$ cat config.mk
export PLATFORM = sky130hd
export DESIGN_NAME = program_loader
export DESIGN_NICKNAME = d
export VERILOG_FILES = /design/src/rtl/program_loader.sv
export SDC_FILE = /design/constraint.sdc
export NUM_CORES = 1
export LEC_CHECK = 0
export CAP_MARGIN = 20
export CELL_PAD_IN_SITES_DETAIL_PLACEMENT = 0
export CELL_PAD_IN_SITES_GLOBAL_PLACEMENT = 1
export CORE_UTILIZATION = 42
export CTS_BUF_LIST = sky130_fd_sc_hd__clkbuf_4
export DETAILED_ROUTE_END_ITERATION = 12
export PLACE_DENSITY_LB_ADDON = 0.1
export SYNTH_ARGS = -nofsm -noshare
export SYNTH_HDL_FRONTEND = slang
export SYNTH_SLANG_ARGS = --single-unit
export TNS_END_PERCENT = 100
$ cat constraint.sdc
create_clock -name clk -period 2.8 [get_ports clk]
set_input_delay 0.56 -clock clk [delete_from_list [all_inputs] [get_ports clk]]
set_output_delay 0.56 -clock clk [all_outputs]
set_load 0.005 [all_outputs]
$ cat src/rtl/program_loader.sv
// Host-side instruction-memory loader: frames a byte stream into big-endian words and writes imem from address 0.
// Latency: a word is written on the cycle after its last byte transfers; cpu_rst falls the cycle after the final write.
// Backpressure: in_ready is high only while a frame is in progress; it is low in DONE and ERROR until load_req restarts.
// Optional feature: define LOADER_CHECKSUM_EN to expect a trailing XOR checksum byte (CHK state).
module program_loader #(
    parameter int instructionSize = 24,
    parameter int addrWidth       = 16,
    parameter int depth           = 1024
) (
    input  logic                       clk,
    input  logic                       rst,
    input  logic [7:0]                 in_data,
    input  logic                       in_valid,
    output logic                       in_ready,
    input  logic                       load_req,
    output logic                       imem_we,
    output logic [addrWidth-1:0]       imem_addr,
    output logic [instructionSize-1:0] imem_wdata,
    output logic                       cpu_rst,
    output logic                       loaded,
    output logic                       err
);

    localparam int          BYTES   = instructionSize / 8;
    localparam int          BCW     = (BYTES > 1) ? $clog2(BYTES) : 1;
    localparam logic [16:0] DEPTH_L = 17'(depth);

    typedef enum logic [2:0] {
        LEN_HI = 3'd0,
        LEN_LO = 3'd1,
        DATA   = 3'd2,
        CHK    = 3'd3,
        DONE   = 3'd4,
        ERROR  = 3'd5
    } state_t;

    state_t                     state_q, state_d;
    logic [15:0]                len_q, len_d;
    logic [BCW-1:0]             bcnt_q, bcnt_d;
    logic [15:0]                wcnt_q, wcnt_d;
    logic [instructionSize-1:0] asm_q, asm_d;
    logic [7:0]                 chk_q, chk_d;
    logic                       we_q, we_d;
    logic [addrWidth-1:0]       addr_q, addr_d;
    logic [instructionSize-1:0] wdata_q, wdata_d;
    logic                       cpu_rst_q, cpu_rst_d;
    logic                       loaded_q, loaded_d;
    logic                       err_q, err_d;

    logic                       xfer;
    logic [15:0]                n_full;
    logic [15:0]                wcnt_nxt;
    logic [instructionSize-1:0] asm_shift;

    assign in_ready   = (state_q == LEN_HI) || (state_q == LEN_LO) ||
                        (state_q == DATA)   || (state_q == CHK);
    assign xfer       = in_valid && in_ready;
    assign n_full     = {len_q[15:8], in_data};
    assign wcnt_nxt   = wcnt_q + 16'd1;
    assign asm_shift  = (asm_q << 8) | instructionSize'(in_data);

    assign imem_we    = we_q;
    assign imem_addr  = addr_q;
    assign imem_wdata = wdata_q;
    assign cpu_rst    = cpu_rst_q;
    assign loaded     = loaded_q;
    assign err        = err_q;

    // Frame parser: header capture, word assembly, write strobe generation and restart handling.
    always_comb begin
        state_d = state_q;
        len_d   = len_q;
        bcnt_d  = bcnt_q;
        wcnt_d  = wcnt_q;
        asm_d   = asm_q;
        chk_d   = chk_q;
        we_d    = 1'b0;
        addr_d  = addr_q;
        wdata_d = wdata_q;

        case (state_q)
            LEN_HI: begin
                if (xfer) begin
                    len_d[15:8] = in_data;
                    chk_d       = chk_q ^ in_data;
                    state_d     = LEN_LO;
                end
            end
            LEN_LO: begin
                if (xfer) begin
                    len_d[7:0] = in_data;
                    chk_d      = chk_q ^ in_data;
                    if ({1'b0, n_full} > DEPTH_L) begin
                        state_d = ERROR;
                    end else if (n_full == 16'd0) begin
`ifdef LOADER_CHECKSUM_EN
                        state_d = CHK;
`else
                        state_d = DONE;
`endif
                    end else begin
                        state_d = DATA;
                    end
                end
            end
            DATA: begin
                if (xfer) begin
                    chk_d = chk_q ^ in_data;
                    asm_d = asm_shift;
                    if (bcnt_q == BCW'(BYTES - 1)) begin
                        // Final byte of a word: emit exactly one write for it.
                        bcnt_d  = '0;
                        we_d    = 1'b1;
                        wdata_d = asm_shift;
                        addr_d  = addrWidth'(wcnt_q);
                        wcnt_d  = wcnt_nxt;
                        if (wcnt_nxt == len_q) begin
`ifdef LOADER_CHECKSUM_EN
                            state_d = CHK;
`else
                            state_d = DONE;
`endif
                        end
                    end else begin
                        bcnt_d = bcnt_q + BCW'(1);
                    end
                end
            end
            CHK: begin
`ifdef LOADER_CHECKSUM_EN
                if (xfer) begin
                    state_d = (in_data == chk_q) ? DONE : ERROR;
                end
`else
                // Not reachable without the checksum trailer; treat as a protocol fault.
                state_d = ERROR;
`endif
            end
            DONE, ERROR: begin
                if (load_req) begin
                    state_d = LEN_HI;
                    len_d   = '0;
                    bcnt_d  = '0;
                    wcnt_d  = '0;
                    asm_d   = '0;
                    chk_d   = '0;
                end
            end
            default: state_d = ERROR;
        endcase
    end

    // Status outputs: cpu_rst drops only after a full cycle spent in DONE, and rises at once on restart.
    always_comb begin
        cpu_rst_d = (state_d != DONE) || (state_q != DONE);
        loaded_d  = (state_d == DONE);
        err_d     = (state_d == ERROR);
    end

    // State and datapath registers with synchronous reset.
    always_ff @(posedge clk) begin
        if (rst) begin
            state_q   <= LEN_HI;
            len_q     <= '0;
            bcnt_q    <= '0;
            wcnt_q    <= '0;
            asm_q     <= '0;
            chk_q     <= '0;
            we_q      <= 1'b0;
            addr_q    <= '0;
            wdata_q   <= '0;
            cpu_rst_q <= 1'b1;
            loaded_q  <= 1'b0;
            err_q     <= 1'b0;
        end else begin
            state_q   <= state_d;
            len_q     <= len_d;
            bcnt_q    <= bcnt_d;
            wcnt_q    <= wcnt_d;
            asm_q     <= asm_d;
            chk_q     <= chk_d;
            we_q      <= we_d;
            addr_q    <= addr_d;
            wdata_q   <= wdata_d;
            cpu_rst_q <= cpu_rst_d;
            loaded_q  <= loaded_d;
            err_q     <= err_d;
        end
    end

endmodule
# --- Word level (Yosys, flattened, before mapping) ---
# Index checks and enable logic that the tools add are counted.
classes:
  addsub: 2
  n_mul: 0
  div_mod_pow: 0
  order_cmp: 1
  n_eq_ne: 16
  shifts: 0
  muxes: 24
  bitwise_logic: 3
  reduce_logical: 17
op_table:
  columns: ["op", "count"]
  rows:
  - ["2-to-1 mux 16 bit", 5]
  - ["case mux 16 bit (2 select lines)", 2]
  - ["case mux 8 bit (2 select lines)", 2]
  - ["2-to-1 mux 3 bit", 8]
  - ["bitwise OR 24 x 8 -> 24 bit", 1]
  - ["adder 16 x 1 -> 16 bit (second input constant)", 1]
  - ["equality test 16 bit", 1]
  - ["> comparator 16 x 11 -> 1 bit (second input constant)", 1]
  - ["logical NOT 16 bit", 1]
  - ["equality test 3 bit (second input constant)", 4]
  - ["case mux 3 bit (4 select lines)", 1]
  - ["AND reduction 3 bit", 4]
  - ["2-to-1 mux 8 bit", 1]
  - ["inequality test 2 bit (second input constant)", 4]
  - ["equality test 3 x 2 -> 1 bit (second input constant)", 2]
  - ["2-to-1 mux 2 bit", 3]
  - ["inequality test 3 bit (second input constant)", 2]
  - ["nonzero test 2 bit", 3]
  - ["logical OR 1 bit", 4]
  - ["case mux 2 bit (2 select lines)", 1]
  - ["AND reduction 4 bit", 1]
  - ["equality test 3 x 1 -> 1 bit (second input constant)", 1]
  - ["logical NOT 3 bit", 1]
  - ["OR reduction 3 bit", 1]
  - ["other kinds (7)", 8]
word_totals:
  register_bits: 97
  latch_bits: 0
  mem_bits_rw: 0
  romBits: 0
  in_bits: 12
  output_inout_bits: 45
  wordCells: 75
  mem_count: 0

# --- Longest topological paths before layout ---
# Gate-level depths: netlist of the first run.
logic_depth:
  depth_word: 9
  ltp_mapped: 9
  depth_no_buf: 7

# --- Worst setup path after synthesis of the first run ---
# OpenSTA, ideal clock, no wires.
synth_timing:
  path_kind: "input port to flip-flop"
  start: "input in_data[5]"
  end: "register loaded_q (netlist: loaded)"
  setup_ns: 0.074
  t_arrival_ns: 2.054
  slack_ns: 0.672
  stages: 6
  path_buffers: 0
  cell_sequence: "or4_4 o31ai_4 a311o_1 o211a_1 or3b_1 o21ai_0"
synth_between:
  elab_chain_cells: 6
  word_cells_on_any_way: 7
synth_lines:
  columns: ["item", "line_no", "source"]
  rows:
  - ["start: declaration", "12", "input logic [7:0] in_data,"]
  - ["parallel branches: the longest is 2 deep, another holds > comparator 16 x 11 -> 1 bit", null, null]
  - ["2-to-1 mux 3 bit (*)", "93", "if ({1'b0, n_full} > DEPTH_L) begin"]
  - ["2-to-1 mux 3 bit (*)", "90", "if (xfer) begin"]
  - ["case mux 3 bit (4 select lines) (*)", "81", "case (state_q)"]
  - ["equality test 3 bit (*)", "156", "loaded_d = (state_d == DONE);"]
  - ["end signal: assignment", "186", "loaded_q <= loaded_d;"]
  - ["end: declaration", "47", "logic loaded_q, loaded_d;"]
# Every way passes the cells marked *.
# A chain may end at the register's enable or synchronous reset.

# --- Final worst setup path of the first run ---
layout_timing:
  start: "register wcnt_q[2]"
  end: "register state_q[1]"
layout_between:
  elab_chain_cells: 6
layout_lines:
  columns: ["item", "line_no", "source"]
  rows:
  - ["start: declaration", "40", "logic [15:0] wcnt_q, wcnt_d;"]
  - ["start signal: assignment", "179", "wcnt_q <= wcnt_d;"]
  - ["adder 16 x 1 -> 16 bit", "59", "assign wcnt_nxt = wcnt_q + 16'd1;"]
  - ["equality test 16 bit", "117", "if (wcnt_nxt == len_q) begin"]
  - ["2-to-1 mux 3 bit", "117", null]
  - ["2-to-1 mux 3 bit", "110", "if (bcnt_q == BCW'(BYTES - 1)) begin"]
  - ["2-to-1 mux 3 bit", "107", "if (xfer) begin"]
  - ["case mux 3 bit (4 select lines)", "81", null]
  - ["end signal: assignment", "176", "state_q <= state_d;"]
  - ["end: declaration", "37", "state_t state_q, state_d;"]
# No other way between the ends.

==> flow_metrics.env, run 1 <==
export IMPL_status="complete, no violations"
export IMPL_path_buf_inv=0
export IMPL_drv_slew=0
export IMPL_fp_coreArea_um2=9860
export IMPL_skew_ps=11.8
export IMPL_num_vias=3960
export IMPL_drc_errors=0
export IMPL_synth_nets=550
export IMPL_grt_pass1_wl_mm=18.4
export IMPL_crit_family="simple AND/OR/NAND/NOR gates"
export IMPL_fin_cells=725
export IMPL_holdCritPathClass="reg2reg"
export IMPL_crit_arrival_ps=2790
export IMPL_setup_viol=0
export IMPL_antenna_found_initial=0
export IMPL_crit_fanout=11
export IMPL_syn_area_um2=4330
export IMPL_n_antenna_cell=0
export IMPL_gp_congestion=0.844
export IMPL_cts_path_max_buffers=2
export IMPL_grt_max_degree=41
export IMPL_synth_top_area_share_pct=44.9
export IMPL_synth_edf_count=0
export IMPL_numPortBuffers=56
export IMPL_worstSetupStartpointType="flip-flop"
export IMPL_worstSetupStartpoint="wcnt_q[2]"
export IMPL_fin_setup_tns_ps=0
export IMPL_drtIter0Drc=225
export IMPL_clk_latency_ps=450
export IMPL_drt_pass1_iterations=4
export IMPL_crit_type="reg2reg"
export IMPL_dp_cells=709
export IMPL_htree_levels=3
export IMPL_hold_buffers=0
export IMPL_cts_reportedPaths_clkPinSlew_ps=150
export IMPL_crit_required_ps=3140
export IMPL_fmax_ghz=0.409
export IMPL_synth_area_leaders="dfxtp_1, nand2_1, a21oi_1"
export IMPL_drive_gt1_share_pct=9.80
export IMPL_overflow=0
export IMPL_crit_chain="and4_1 -> nand4_4 -> a2111o_1 -> a2111oi_2 -> and4_1 -> o32ai_1"
export IMPL_reg2reg_to="state_q[1]"
export IMPL_fp_dieW_um=103
export IMPL_cap_violations=0
export IMPL_synth_distinct_cells=56
export IMPL_cp_end_kind="flip-flop"
export IMPL_cts_sinks=97
export IMPL_ys_seq_elements=97
export IMPL_hold_viol_final=0
export IMPL_syn_inst=537
export IMPL_cp_slowest_cell="dfxtp_1"
export IMPL_ioPinCount=57
export IMPL_rows=36
export IMPL_start_util_pct=43.9
export IMPL_rr_worst_depth=6
export IMPL_holdPathEnd="imem_addr[10]"
export IMPL_min_period_over_period_pct=87.3
export IMPL_r2r_setup_slack_ps=360
export IMPL_antenna_left=0
export IMPL_synth_area_leader_cell="dfxtp_1"
export IMPL_power_leakage_nw=1.78
export IMPL_post_cts_buffers=0
export IMPL_dieHeight_um=103
export IMPL_synthArstFlopShare_pct=0
export IMPL_final_nets=600
export IMPL_cts_buffers=9
export IMPL_tritoncts="built"
export IMPL_syn_avg_cell_area_um2=8.06
export IMPL_slew_headroom_pct=50.1
export IMPL_cts_root_buf="clkbuf_4"
export IMPL_tightest_slew_ps=747
export IMPL_routedWlPerCell_um=15.9
export IMPL_synth_seq_area_share_pct=44.9
export IMPL_track_usage_pct=23.1
export IMPL_holdPathStages=2
export IMPL_die_area_um2=10700
export IMPL_vdd_ir_drop_max_v=0.000198
export IMPL_power_density_nw_per_um2=467
export IMPL_yosysWarnings=0
export IMPL_hpwlAfterDp_mm=8.23
export IMPL_slowest_delay_ps=540
export IMPL_crit_top_cell="and4_1"
export IMPL_post_cts_resized=0
export IMPL_grt_pass1_vias=3484
export IMPL_utilization_pct=53.1
export IMPL_rsz0062_at_grt="no"
export IMPL_reg2reg_from="wcnt_q[2]"
export IMPL_synth_main_ff_cell="dfxtp_1"
export IMPL_min_from="imem_addr[10]"
export IMPL_period_minus_slack_ps=2440
export IMPL_viasPerCell=5.46
export IMPL_drt_wl_total_mm=11.5
export IMPL_area_growth_pct=21.0
[power breakdown]
part	total [mW]	leakage [nW]	internal [mW]	switching, mW
registers	1.44	0.783	1.40	0.0320
clock network	0.791	0.0780	0.294	0.497
logic	0.216	0.918	0.0947	0.122
total	2.44	1.78	1.79	0.651
[worst register-to-register path: stages (launching register included)]
cell and delay [ps]:
dfxtp_1 540, and4_1 500, nand4_4 180, a2111o_1 430
a2111oi_2 350, and4_1 260, o32ai_1 80
[cell usage in the layout (no fill, tap or decap), types with 4 or more instances in the layout]
master	n
and3_1	5
nor2_1	40
a21o_1	4
clkdlybuf4s50_1	55
nand4_1	9
inv_1	5
nand3_1	25
buf_4	23
and4_1	4
nor3_1	11
clkbuf_4	10
dfxtp_1	97
o21ai_0	14
a21oi_1	77
a22oi_1	17
a31oi_1	4
nand3b_1	5
xor2_1	8
xnor2_1	13
nand2_1	108
[cell families (layout without fill, tap and decap cells)]
| group | after synthesis | in the layout | share of synthesized area [%] |
|---|---|---|---|
| compound gates | 134 | 134 | 18.8 |
| xor+xnor | 21 | 21 | 4.25 |
| fa+ha+maj | 1 | 1 | 0.289 |
| buf+inv | 48 | 103 | 5.12 |
| flops | 97 | 97 | 44.9 |
| simple gates | 236 | 236 | 26.6 |
[cell usage after synthesis, drive strengths merged, types with 11 or more instances]
library cell  instances
nor3                 11
buf                  18
nor2                 40
o21ai                14
nand2               109
xnor2                13
dfxtp                97
nand4                11
clkbuf               25
nand3                25
a22oi                17
a21oi                78
[layout make-up]
class | instances | area (um2)
tap | 133 | 166
sequential | 97 | 1940
multi-input combinational | 392 | 2170
clock inverter | 6 | 72.6
inverter | 5 | 18.8
fill | 945 | 4630
timing repair buffer | 82 | 788
clock buffer | 10 | 75.1
[per-stage QoR]
stage,setup WS [ps],area (um2),hold slack [ps],power [mW]
detailed placement,115,5090,446,1.68
CTS,345,5240,466,2.48
floorplan,672,4330,432,1.59
finish,356,5240,461,2.44
global route,61.5,5240,488,2.56
global placement,173,5090,443,1.68
[flip-flops by register name, summed over array words and instances, names as in the netlist]
signal / cells
asm_q: 16
len_q: 16
wcnt_q: 16
cpu_rst: 1
state_q: 3
err: 1
imem_we: 1
bcnt_q: 2
loaded: 1
imem_wdata: 24
imem_addr: 16
[worst max-delay path by stage]
stage / endpoint / slack, ps / cells after the start
floorplan: loaded / 670 / 6
global placement: loaded / 170 / 7
detailed placement: state_q[1] / 120 / 7
CTS: state_q[1] / 340 / 6
global route: loaded / 60 / 7
finish: state_q[1] / 360 / 6
[metal layers]
layer  vias to the layer above  global-route usage (%)  part of all wire [%]
li1                       1991                       -                     -
met5                         -                       0                     0
met2                        98                    34.7                    44
met3                        20                    4.77                   5.4
met1                      1851                    32.6                    49
met4                         0                    8.23                   2.0
(Power assumes the default switching activity.)
==> run 2: changes to the inputs <==
--- a/config.mk
+++ b/config.mk
@@ -8,10 +8,11 @@
 export CAP_MARGIN = 20
 export CELL_PAD_IN_SITES_DETAIL_PLACEMENT = 0
 export CELL_PAD_IN_SITES_GLOBAL_PLACEMENT = 1
-export CORE_UTILIZATION = 42
+export CORE_UTILIZATION = 35
 export CTS_BUF_LIST = sky130_fd_sc_hd__clkbuf_4
 export DETAILED_ROUTE_END_ITERATION = 12
-export PLACE_DENSITY_LB_ADDON = 0.1
+export PLACE_DENSITY_LB_ADDON = 0.12
+export SLEW_MARGIN = 20
 export SYNTH_ARGS = -nofsm -noshare
 export SYNTH_HDL_FRONTEND = slang
 export SYNTH_SLANG_ARGS = --single-unit
==> flow_metrics.env, run 2 (synthesis gave the netlist of run 1 again) <==
export IMPL_hold_buffers=0
export IMPL_cap_violations=0
export IMPL_power_density_nw_per_um2=471
export IMPL_drc_errors=0
export IMPL_track_usage_pct=19.8
export IMPL_worstSetupStartpointType="flip-flop"
export IMPL_numPortBuffers=56
export IMPL_die_area_um2=12800
export IMPL_holdWs_ps=462
export IMPL_fin_ws_ps=370
export IMPL_fmax_ghz=0.412
export IMPL_crit_arrival_ps=2840
export IMPL_cts_sinks=97
export IMPL_hold_viol_final=0
export IMPL_area_growth_pct=20.7
export IMPL_drive_gt1_share_pct=9.64
export IMPL_clk_latency_ps=500
export IMPL_crit_chain="ha_1 -> nand3_1 -> nor4_2 -> xnor2_1 -> nor3_1 -> nand4_1 -> o21ai_0"
export IMPL_cts_root_buf="clkbuf_4"
export IMPL_skew_ps=27.8
export IMPL_gp_congestion=0.897
export IMPL_crit_fanout=6
export IMPL_drt_pass1_iterations=5
export IMPL_dp_cells=722
export IMPL_fp_coreArea_um2=12000
export IMPL_min_period_over_period_pct=86.8
export IMPL_grt_max_degree=36
export IMPL_grt_pass1_vias=3624
export IMPL_fin_cells=739
export IMPL_antenna_found_initial=1
export IMPL_holdCritPathClass="reg2reg"
export IMPL_n_fill_cell=1254
export IMPL_post_cts_buffers=0
export IMPL_num_vias=3959
export IMPL_layout_commonest_cell="nand2_1"
export IMPL_start_util_pct=36.0
export IMPL_setup_viol=0
export IMPL_drtIter0Drc=262
export IMPL_path_buf_inv=0
export IMPL_status="complete, no violations"
export IMPL_viasPerCell=5.36
export IMPL_dieHeight_um=113
export IMPL_fp_dieW_um=113
export IMPL_cp_slowest_cell="dfxtp_1"
export IMPL_slew_headroom_pct=49.6
export IMPL_crit_type="reg2reg"
export IMPL_cts_reportedPaths_clkPinSlew_ps=150
export IMPL_routedWlPerCell_um=16.3
export IMPL_final_nets=599
export IMPL_rows=40
export IMPL_drt_wl_total_mm=12.0
export IMPL_post_cts_resized=0
export IMPL_period_minus_slack_ps=2430
export IMPL_cts_path_max_buffers=2
export IMPL_fin_setup_tns_ps=0
export IMPL_vdd_ir_drop_max_v=0.000237
export IMPL_antenna_left=0
export IMPL_tritoncts="built"
export IMPL_rsz0062_at_grt="no"
export IMPL_tightest_slew_ps=756
export IMPL_hpwlAfterDp_mm=8.45
export IMPL_ioPinCount=57
export IMPL_power_leakage_nw=1.77
export IMPL_pre_cts_slack_ps=80.9
export IMPL_overflow=0
export IMPL_crit_required_ps=3210
export IMPL_drv_slew=0
export IMPL_slowest_delay_ps=440
export IMPL_cp_end_kind="flip-flop"
export IMPL_crit_family="simple AND/OR/NAND/NOR gates"
export IMPL_grt_pass1_wl_mm=19.6
export IMPL_mostFrequentLayoutCells="nand2_1, dfxtp_1, a21oi_1"
export IMPL_htree_levels=3
export IMPL_largest_register_ffs=24
export IMPL_cts_buffers=9
-- run 2: cell types whose count changed in the layout (fill, tap and decap cells not counted), sizes merged --
cell      before  now
buf           27   26
clkbuf        10   11
clkinv         1    2
clkinvlp       1    0
diode          0    1
inv            8    7
-- run 2: metal layers --
layer / wire length (um) / part of all wire (%) / up-vias / global-route usage (%)
li1: - / - / 1977 / -
met1: 5970 / 50 / 1863 / 28.1
met2: 5290 / 44 / 104 / 30.1
met3: 552 / 4.6 / 15 / 3.80
met4: 212 / 1.8 / 0 / 6.58
met5: 0 / 0 / - / 0
-- run 2: final timing paths --
path	startpoint	endpoint	slack [ps]	cells past startpoint
setup / recovery	wcnt_q[0]	loaded	370	7
setup reg to reg	wcnt_q[0]	loaded	370	7
hold reg to reg	imem_wdata[22]	imem_wdata[22]	460	2
hold / removal	imem_wdata[22]	imem_wdata[22]	460	2
-- run 2: where the power goes --
group          switching [mW]  internal, mW
logic                   0.122        0.0901
registers              0.0333          1.40
clock network           0.508         0.302
-- run 2: per-stage QoR --
stage          area, um2  utilization, %  power, mW
6_report            5220            43.5       2.46
5_1_grt             5220            43.5       2.56
3_3_place_gp        5070            42.2       1.67
2_1_floorplan       4330               -       1.59
3_5_place_dp        5070            42.2       1.68
4_1_cts             5220            43.5       2.48
-- run 2: layout make-up --
| cell class | instances | area, um2 | share of cell area (%) |
|---|---|---|---|
| Antenna cell | 1 | 2.50 | 0.0479 |
| Clock buffer | 11 | 82.6 | 1.58 |
| Clock inverter | 5 | 63.8 | 1.22 |
| Inverter | 5 | 18.8 | 0.359 |
| Multi-Input combinational cell | 392 | 2170 | 41.6 |
| Sequential cell | 97 | 1940 | 37.2 |
| Tap cell | 147 | 184 | 3.52 |
| Timing Repair Buffer | 81 | 756 | 14.5 |
-- run 2: worst min-delay path: cells and delay by family (launching register included) --
family	cells	cell delay [ps]
flip-flops	1	340
AO/OA/AOI/OAI	1	50
AND/OR/NAND/NOR	1	50
